<file path="config.mk">
export PLATFORM = sky130hd
export DESIGN_NAME = dm_cache_controller
export DESIGN_NICKNAME = d
export VERILOG_FILES = /design/src/rtl/dm_cache_controller.sv
export SDC_FILE = /design/constraint.sdc
export NUM_CORES = 2
export LEC_CHECK = 0
export CAP_MARGIN = 10
export CORE_ASPECT_RATIO = 0.7
export CORE_MARGIN = 4
export CORE_UTILIZATION = 53
export DETAILED_ROUTE_END_ITERATION = 6
export HOLD_SLACK_MARGIN = 0.06
export PLACE_DENSITY = 0.77
export SYNTH_ARGS = -nofsm -noshare
export SYNTH_HDL_FRONTEND = slang
export SYNTH_MEMORY_MAX_BITS = 65536
export SYNTH_SLANG_ARGS = --single-unit
</file>
<file path="constraint.sdc">
create_clock -name clk -period 5.6 [get_ports clk]
set_input_delay 0.84 -clock clk [delete_from_list [all_inputs] [get_ports clk]]
set_output_delay 0.84 -clock clk [all_outputs]
set_load 0.01 [all_outputs]
</file>
<file path="src/rtl/dm_cache_controller.sv">
// Direct-mapped, write-through, no-write-allocate cache controller.
// Refills whole lines on read misses and forwards each write to memory over a req/ack handshake.
module dm_cache_controller #(
    parameter int unsigned TAG_BITS   = 6,
    parameter int unsigned INDEX_BITS = 5,
    parameter int unsigned WORD_BITS  = 2,
    parameter int unsigned DATA_WIDTH = 32
) (
    input  logic                  clk,
    input  logic                  rst_n,
    input  logic                  cpu_req,
    input  logic                  cpu_we,
    input  logic [TAG_BITS-1:0]   tag,
    input  logic [INDEX_BITS-1:0] index,
    input  logic [WORD_BITS-1:0]  word_sel,
    input  logic [DATA_WIDTH-1:0] cpu_wdata,
    output logic                  cpu_ready,
    output logic [DATA_WIDTH-1:0] cpu_rdata,
    output logic                  hit,
    output logic                  busy,
    output logic                  mem_req,
    output logic                  mem_we,
    output logic [15:0]           mem_addr,
    output logic [DATA_WIDTH-1:0] mem_wdata,
    input  logic                  mem_ack,
    input  logic [DATA_WIDTH-1:0] mem_rdata
);

    localparam int unsigned Lines = 1 << INDEX_BITS;
    localparam int unsigned Words = 1 << WORD_BITS;

    typedef enum logic [2:0] {
        StIdle,
        StCompare,
        StRefill,
        StWrite,
        StRespond
    } state_e;

    state_e state;

    logic [Lines-1:0]      valid;
    logic [TAG_BITS-1:0]   tag_arr  [Lines];
    logic [DATA_WIDTH-1:0] data_arr [Lines][Words];

    logic [TAG_BITS-1:0]   tag_l;
    logic [INDEX_BITS-1:0] index_l;
    logic [WORD_BITS-1:0]  word_l;
    logic                  we_l;
    logic [DATA_WIDTH-1:0] wdata_l;
    logic                  miss_f;
    logic                  hit_rec;
    logic [WORD_BITS-1:0]  refill_cnt;

    logic                  line_hit;
    logic                  refill_last;
    logic [WORD_BITS-1:0]  refill_nxt;
    logic                  data_we;
    logic [WORD_BITS-1:0]  data_word;
    logic [DATA_WIDTH-1:0] data_val;
    logic                  tag_we;

    assign busy        = (state != StIdle);
    assign line_hit    = valid[index_l] && (tag_arr[index_l] == tag_l);
    assign refill_last = (refill_cnt == {WORD_BITS{1'b1}});
    assign refill_nxt  = refill_cnt + 1'b1;

    always_comb begin
        data_we   = 1'b0;
        data_word = word_l;
        data_val  = wdata_l;
        tag_we    = 1'b0;
        if (state == StCompare && we_l && line_hit) begin
            data_we = 1'b1;
        end else if (state == StRefill && mem_req && mem_ack) begin
            data_we   = 1'b1;
            data_word = refill_cnt;
            data_val  = mem_rdata;
            tag_we    = refill_last;
        end
    end

    // Tag and data storage carry no reset; only the valid bits are cleared.
    always_ff @(posedge clk) begin
        if (data_we) begin
            data_arr[index_l][data_word] <= data_val;
        end
        if (tag_we) begin
            tag_arr[index_l] <= tag_l;
        end
    end

    always_ff @(posedge clk or negedge rst_n) begin
        if (!rst_n) begin
            state      <= StIdle;
            valid      <= '0;
            tag_l      <= '0;
            index_l    <= '0;
            word_l     <= '0;
            we_l       <= 1'b0;
            wdata_l    <= '0;
            miss_f     <= 1'b0;
            hit_rec    <= 1'b0;
            refill_cnt <= '0;
            cpu_ready  <= 1'b0;
            cpu_rdata  <= '0;
            hit        <= 1'b0;
            mem_req    <= 1'b0;
            mem_we     <= 1'b0;
            mem_addr   <= '0;
            mem_wdata  <= '0;
        end else begin
            case (state)
                StIdle: begin
                    if (cpu_req) begin
                        tag_l   <= tag;
                        index_l <= index;
                        word_l  <= word_sel;
                        we_l    <= cpu_we;
                        wdata_l <= cpu_wdata;
                        state   <= StCompare;
                    end
                end
                StCompare: begin
                    if (we_l) begin
                        hit_rec   <= line_hit;
                        mem_req   <= 1'b1;
                        mem_we    <= 1'b1;
                        mem_addr  <= {tag_l, index_l, word_l, 3'b000};
                        mem_wdata <= wdata_l;
                        state     <= StWrite;
                    end else if (line_hit) begin
                        cpu_rdata <= data_arr[index_l][word_l];
                        hit       <= ~miss_f;
                        cpu_ready <= 1'b1;
                        state     <= StRespond;
                    end else begin
                        miss_f     <= 1'b1;
                        refill_cnt <= '0;
                        mem_req    <= 1'b1;
                        mem_we     <= 1'b0;
                        mem_addr   <= {tag_l, index_l, {WORD_BITS{1'b0}}, 3'b000};
                        state      <= StRefill;
                    end
                end
                StRefill: begin
                    if (mem_req && mem_ack) begin
                        refill_cnt <= refill_nxt;
                        if (refill_last) begin
                            mem_req        <= 1'b0;
                            valid[index_l] <= 1'b1;
                            state          <= StCompare;
                        end else begin
                            mem_addr <= {tag_l, index_l, refill_nxt, 3'b000};
                        end
                    end
                end
                StWrite: begin
                    if (mem_req && mem_ack) begin
                        mem_req   <= 1'b0;
                        mem_we    <= 1'b0;
                        hit       <= hit_rec;
                        cpu_ready <= 1'b1;
                        state     <= StRespond;
                    end
                end
                StRespond: begin
                    cpu_ready <= 1'b0;
                    miss_f    <= 1'b0;
                    state     <= StIdle;
                end
                default: state <= StIdle;
            endcase
        end
    end

endmodule

</file>
==> impl_metrics.env <==
export IMPL_ant_nets=0
export IMPL_worst_clock_skew_ns=0.07750
export IMPL_fin_crit_sh=0.9629
export IMPL_vias_per_cell=6.870
export IMPL_die_w_um=686.6
export IMPL_layout_nets=8576
export IMPL_tightest_slew_ns=1.509
export IMPL_antenna_found_initial=33
export IMPL_cp_max_fo=35
export IMPL_critPathKind="reg -> reg"
export IMPL_numCtsBuffers=383
export IMPL_synthCells=7981
export IMPL_fin_crit_ns=5.392
export IMPL_dieHeight_um=483.0
export IMPL_routabilityCongestion=0.9794
export IMPL_synth_top_cell_by_area="edfxtp_1"
export IMPL_syn_area_um2=170900
export IMPL_async_flop_share=0.03727
export IMPL_layout_drive_gt1_share=0.2591
export IMPL_worstSetupStartpointType="flip-flop"
export IMPL_violations="capacitance limit, slew limit"
export IMPL_peakVddDrop_mv=1.044
export IMPL_yosysMostFrequentCell="edfxtp_1"
export IMPL_max_cap_viol_count=3
export IMPL_final_setup_viol_count=0
export IMPL_arrival_ns=6.22
export IMPL_synth_area_leaders="edfxtp_1, mux4_2, dfrtp_1, mux2i_1, nand2_1"
export IMPL_setup_ws_ns=0.2076
export IMPL_area_growth_synth_to_final_pct=13.92
export IMPL_fp_row_count=174
export IMPL_cts_path_max_buffers=4
export IMPL_status="finished with violations"
export IMPL_clk_pin_slew_ns=0.07
export IMPL_ff_latch_area_um2=132900
export IMPL_dp_hpwl_mm=295.4
export IMPL_drt_pre_antenna_iters=7
export IMPL_cts_tree="built"
export IMPL_syn_avg_cell_area_um2=21.41
export IMPL_ys_seq_elements=4454
export IMPL_num_io_pins=167
export IMPL_dieArea_um2=331700
export IMPL_worstHoldStart="valid[1]$_DFFE_PN0P_"
export IMPL_synth_main_ff_cell="edfxtp_1"
export IMPL_worstPathRequired_ns=6.43
export IMPL_synth_edf_count=4288
export IMPL_gr_usage_all_layers=0.3032
export IMPL_final_cell_area_um2=194600
export IMPL_holdWs_ns=0.4668
export IMPL_multiInputGateArea_um2=36980
export IMPL_leakagePower_nw=61.77
export IMPL_crit_start="index_l[2]$_DFFE_PN0P_"
export IMPL_synth_cell_type_count=69
export IMPL_slew_headroom=-0.007240
export IMPL_clock_sinks=4454
export IMPL_r2r_start="index_l[2]$_DFFE_PN0P_"
export IMPL_place_ws_ns=0.3851
export IMPL_cts_resized=0
export IMPL_synth_top_area_share=0.7536
export IMPL_gr_total_overflow=0
export IMPL_route_detailed_drc=0
export IMPL_yosys_top_cells_count="edfxtp_1, mux4_2, nand2_1"
export IMPL_slew_violations=5
export IMPL_root_buffer="clkbuf_16"
export IMPL_powerDensity_nw_per_um2=562.0
export IMPL_hold_violations=0
export IMPL_fin_setup_tns_ns=0
export IMPL_postPlaceCellArea_um2=182300
export IMPL_first_global_vias=88670
export IMPL_rsz0062_at_grt="false"
export IMPL_final_fill_count=21090
export IMPL_wl_per_cell_um=38.62
export IMPL_clk_latency_ns=0.94
export IMPL_core_um2=320900
export IMPL_drtIter0Drc=16530
export IMPL_synth_warnings=0
export IMPL_htree_levels=5
export IMPL_vias=90180
export IMPL_grt_pass1_wl_mm=705.7
export IMPL_io_buffer_count=163
export IMPL_fmax_mhz=185.4
export IMPL_wl_mm=507.0
export IMPL_yosysSeqAreaShare=0.7779
export IMPL_setup_worst_path_end_class="flip-flop"
export IMPL_hold_path_class="reg -> reg"
export IMPL_initial_core_util=0.5324
export IMPL_grt_max_degree=130
export IMPL_finalPower_w=0.1094
-- layout by cell type, fill, tap and decap left out, drive strengths merged, types with 23 or more instances in the layout --
master	synthesis	routed
a21oi	173	173
a221oi	28	28
a22oi	145	145
buf	285	419
bufinv	0	37
clkbuf	173	488
clkdlybuf4s50	0	162
clkinv	0	157
dfrtp	166	166
edfxtp	4288	4288
inv	15	23
mux2	84	84
mux2i	317	317
mux4	1013	1013
nand2	523	523
nand3	36	36
nor2	243	243
o211ai	39	39
o21ai	110	110
o221ai	32	32
o22ai	57	57
or2	34	34
-- stage by stage --
stage / cells / util
floorplan: 7983 / -
global placement: 12410 / 0.5678
detailed placement: 12420 / 0.5681
CTS: 13120 / 0.6064
global route: 13120 / 0.6065
finish: 13130 / 0.6066
-- what timing repair did --
item                                    4_1_cts  5_1_grt
setup buffers                                 0        0
endpoints found under the setup margin        0        0
hold buffers                                  1        0
endpoints found under the hold margin        64        0
-- worst max-delay path, cell delays in order (launching register included) --
cell and delay [ns]:
dfrtp_4 0.84, buf_4 0.52, buf_4 0.39, and3_2 0.70, buf_4 0.53, a21oi_1 0.28
o221ai_1 0.52, o22ai_1 0.20, o21ai_0 0.82, o211ai_1 0.27, o21ai_0 0.16
-- routing by layer --
layer	vias to the layer above	global-route usage	wire, um
li1	34230	-	-
met1	46590	0.4155	172300
met2	8077	0.4199	215700
met3	1278	0.1455	93380
met4	10	0.1207	25530
met5	-	0	59
-- flip-flops by register name (all words and copies together), names as in the netlist --
| name | cells |
|---|---|
| cpu_ready | 1 |
| mem_we | 1 |
| tag_arr | 192 |
| index_l | 5 |
| tag_l | 6 |
| hit_rec | 1 |
| data_arr | 4096 |
| mem_wdata | 32 |
| hit | 1 |
| state | 3 |
| wdata_l | 32 |
| miss_f | 1 |
| refill_cnt | 2 |
| cpu_rdata | 32 |
| mem_addr | 13 |
| word_l | 2 |
| valid | 32 |
| mem_req | 1 |
| we_l | 1 |
-- cell type report --
class                      instances  area share
clock buffer                     487     0.05238
timing repair buffer             583     0.03577
tap                             4312     0.02772
sequential                      4454      0.6830
antenna                            8   0.0001028
inverter                          15   0.0003407
multi-input combinational       3056      0.1900
clock inverter                   213     0.01069
-- logic make-up (layout without fill, tap and decap cells) --
kind of cell / after synthesis / after routing / share of synthesized area
buffers and inverters: 473 / 1298 / 0.01346
XOR/XNOR: 1 / 1 / 0.00005127
other: 1 / 11 / 0.00002195
multiplexers: 1414 / 1414 / 0.1578
AO/OA/AOI/OAI: 694 / 694 / 0.02722
adder cells (fa/ha/maj): 1 / 1 / 0.00007322
AND/OR/NAND/NOR: 943 / 943 / 0.02341
flip-flops: 4454 / 4454 / 0.7779
-- worst paths after layout --
check / slack [ns] / depth (start not counted) / to
max: 0.21 / 10 / cpu_rdata[27]$_DFFE_PN0P_
min: 0.47 / 1 / valid[1]$_DFFE_PN0P_
max reg2reg: 0.21 / 10 / cpu_rdata[27]$_DFFE_PN0P_
min reg2reg: 0.47 / 1 / valid[1]$_DFFE_PN0P_
max in group asynchronous: 3.66 / 3 / index_l[1]$_DFFE_PN0P_
min in group asynchronous: 0.59 / 2 / mem_addr[11]$_DFFE_PN0P_
-- power breakdown --
group / leakage (nW) / internal [W] / total (W) / switching [W]
registers: 40.8 / 0.0433 / 0.0443 / 0.000947
clock network: 5.98 / 0.0146 / 0.0267 / 0.0120
logic: 15.0 / 0.0116 / 0.0384 / 0.0269
(Power assumes the default switching activity.)
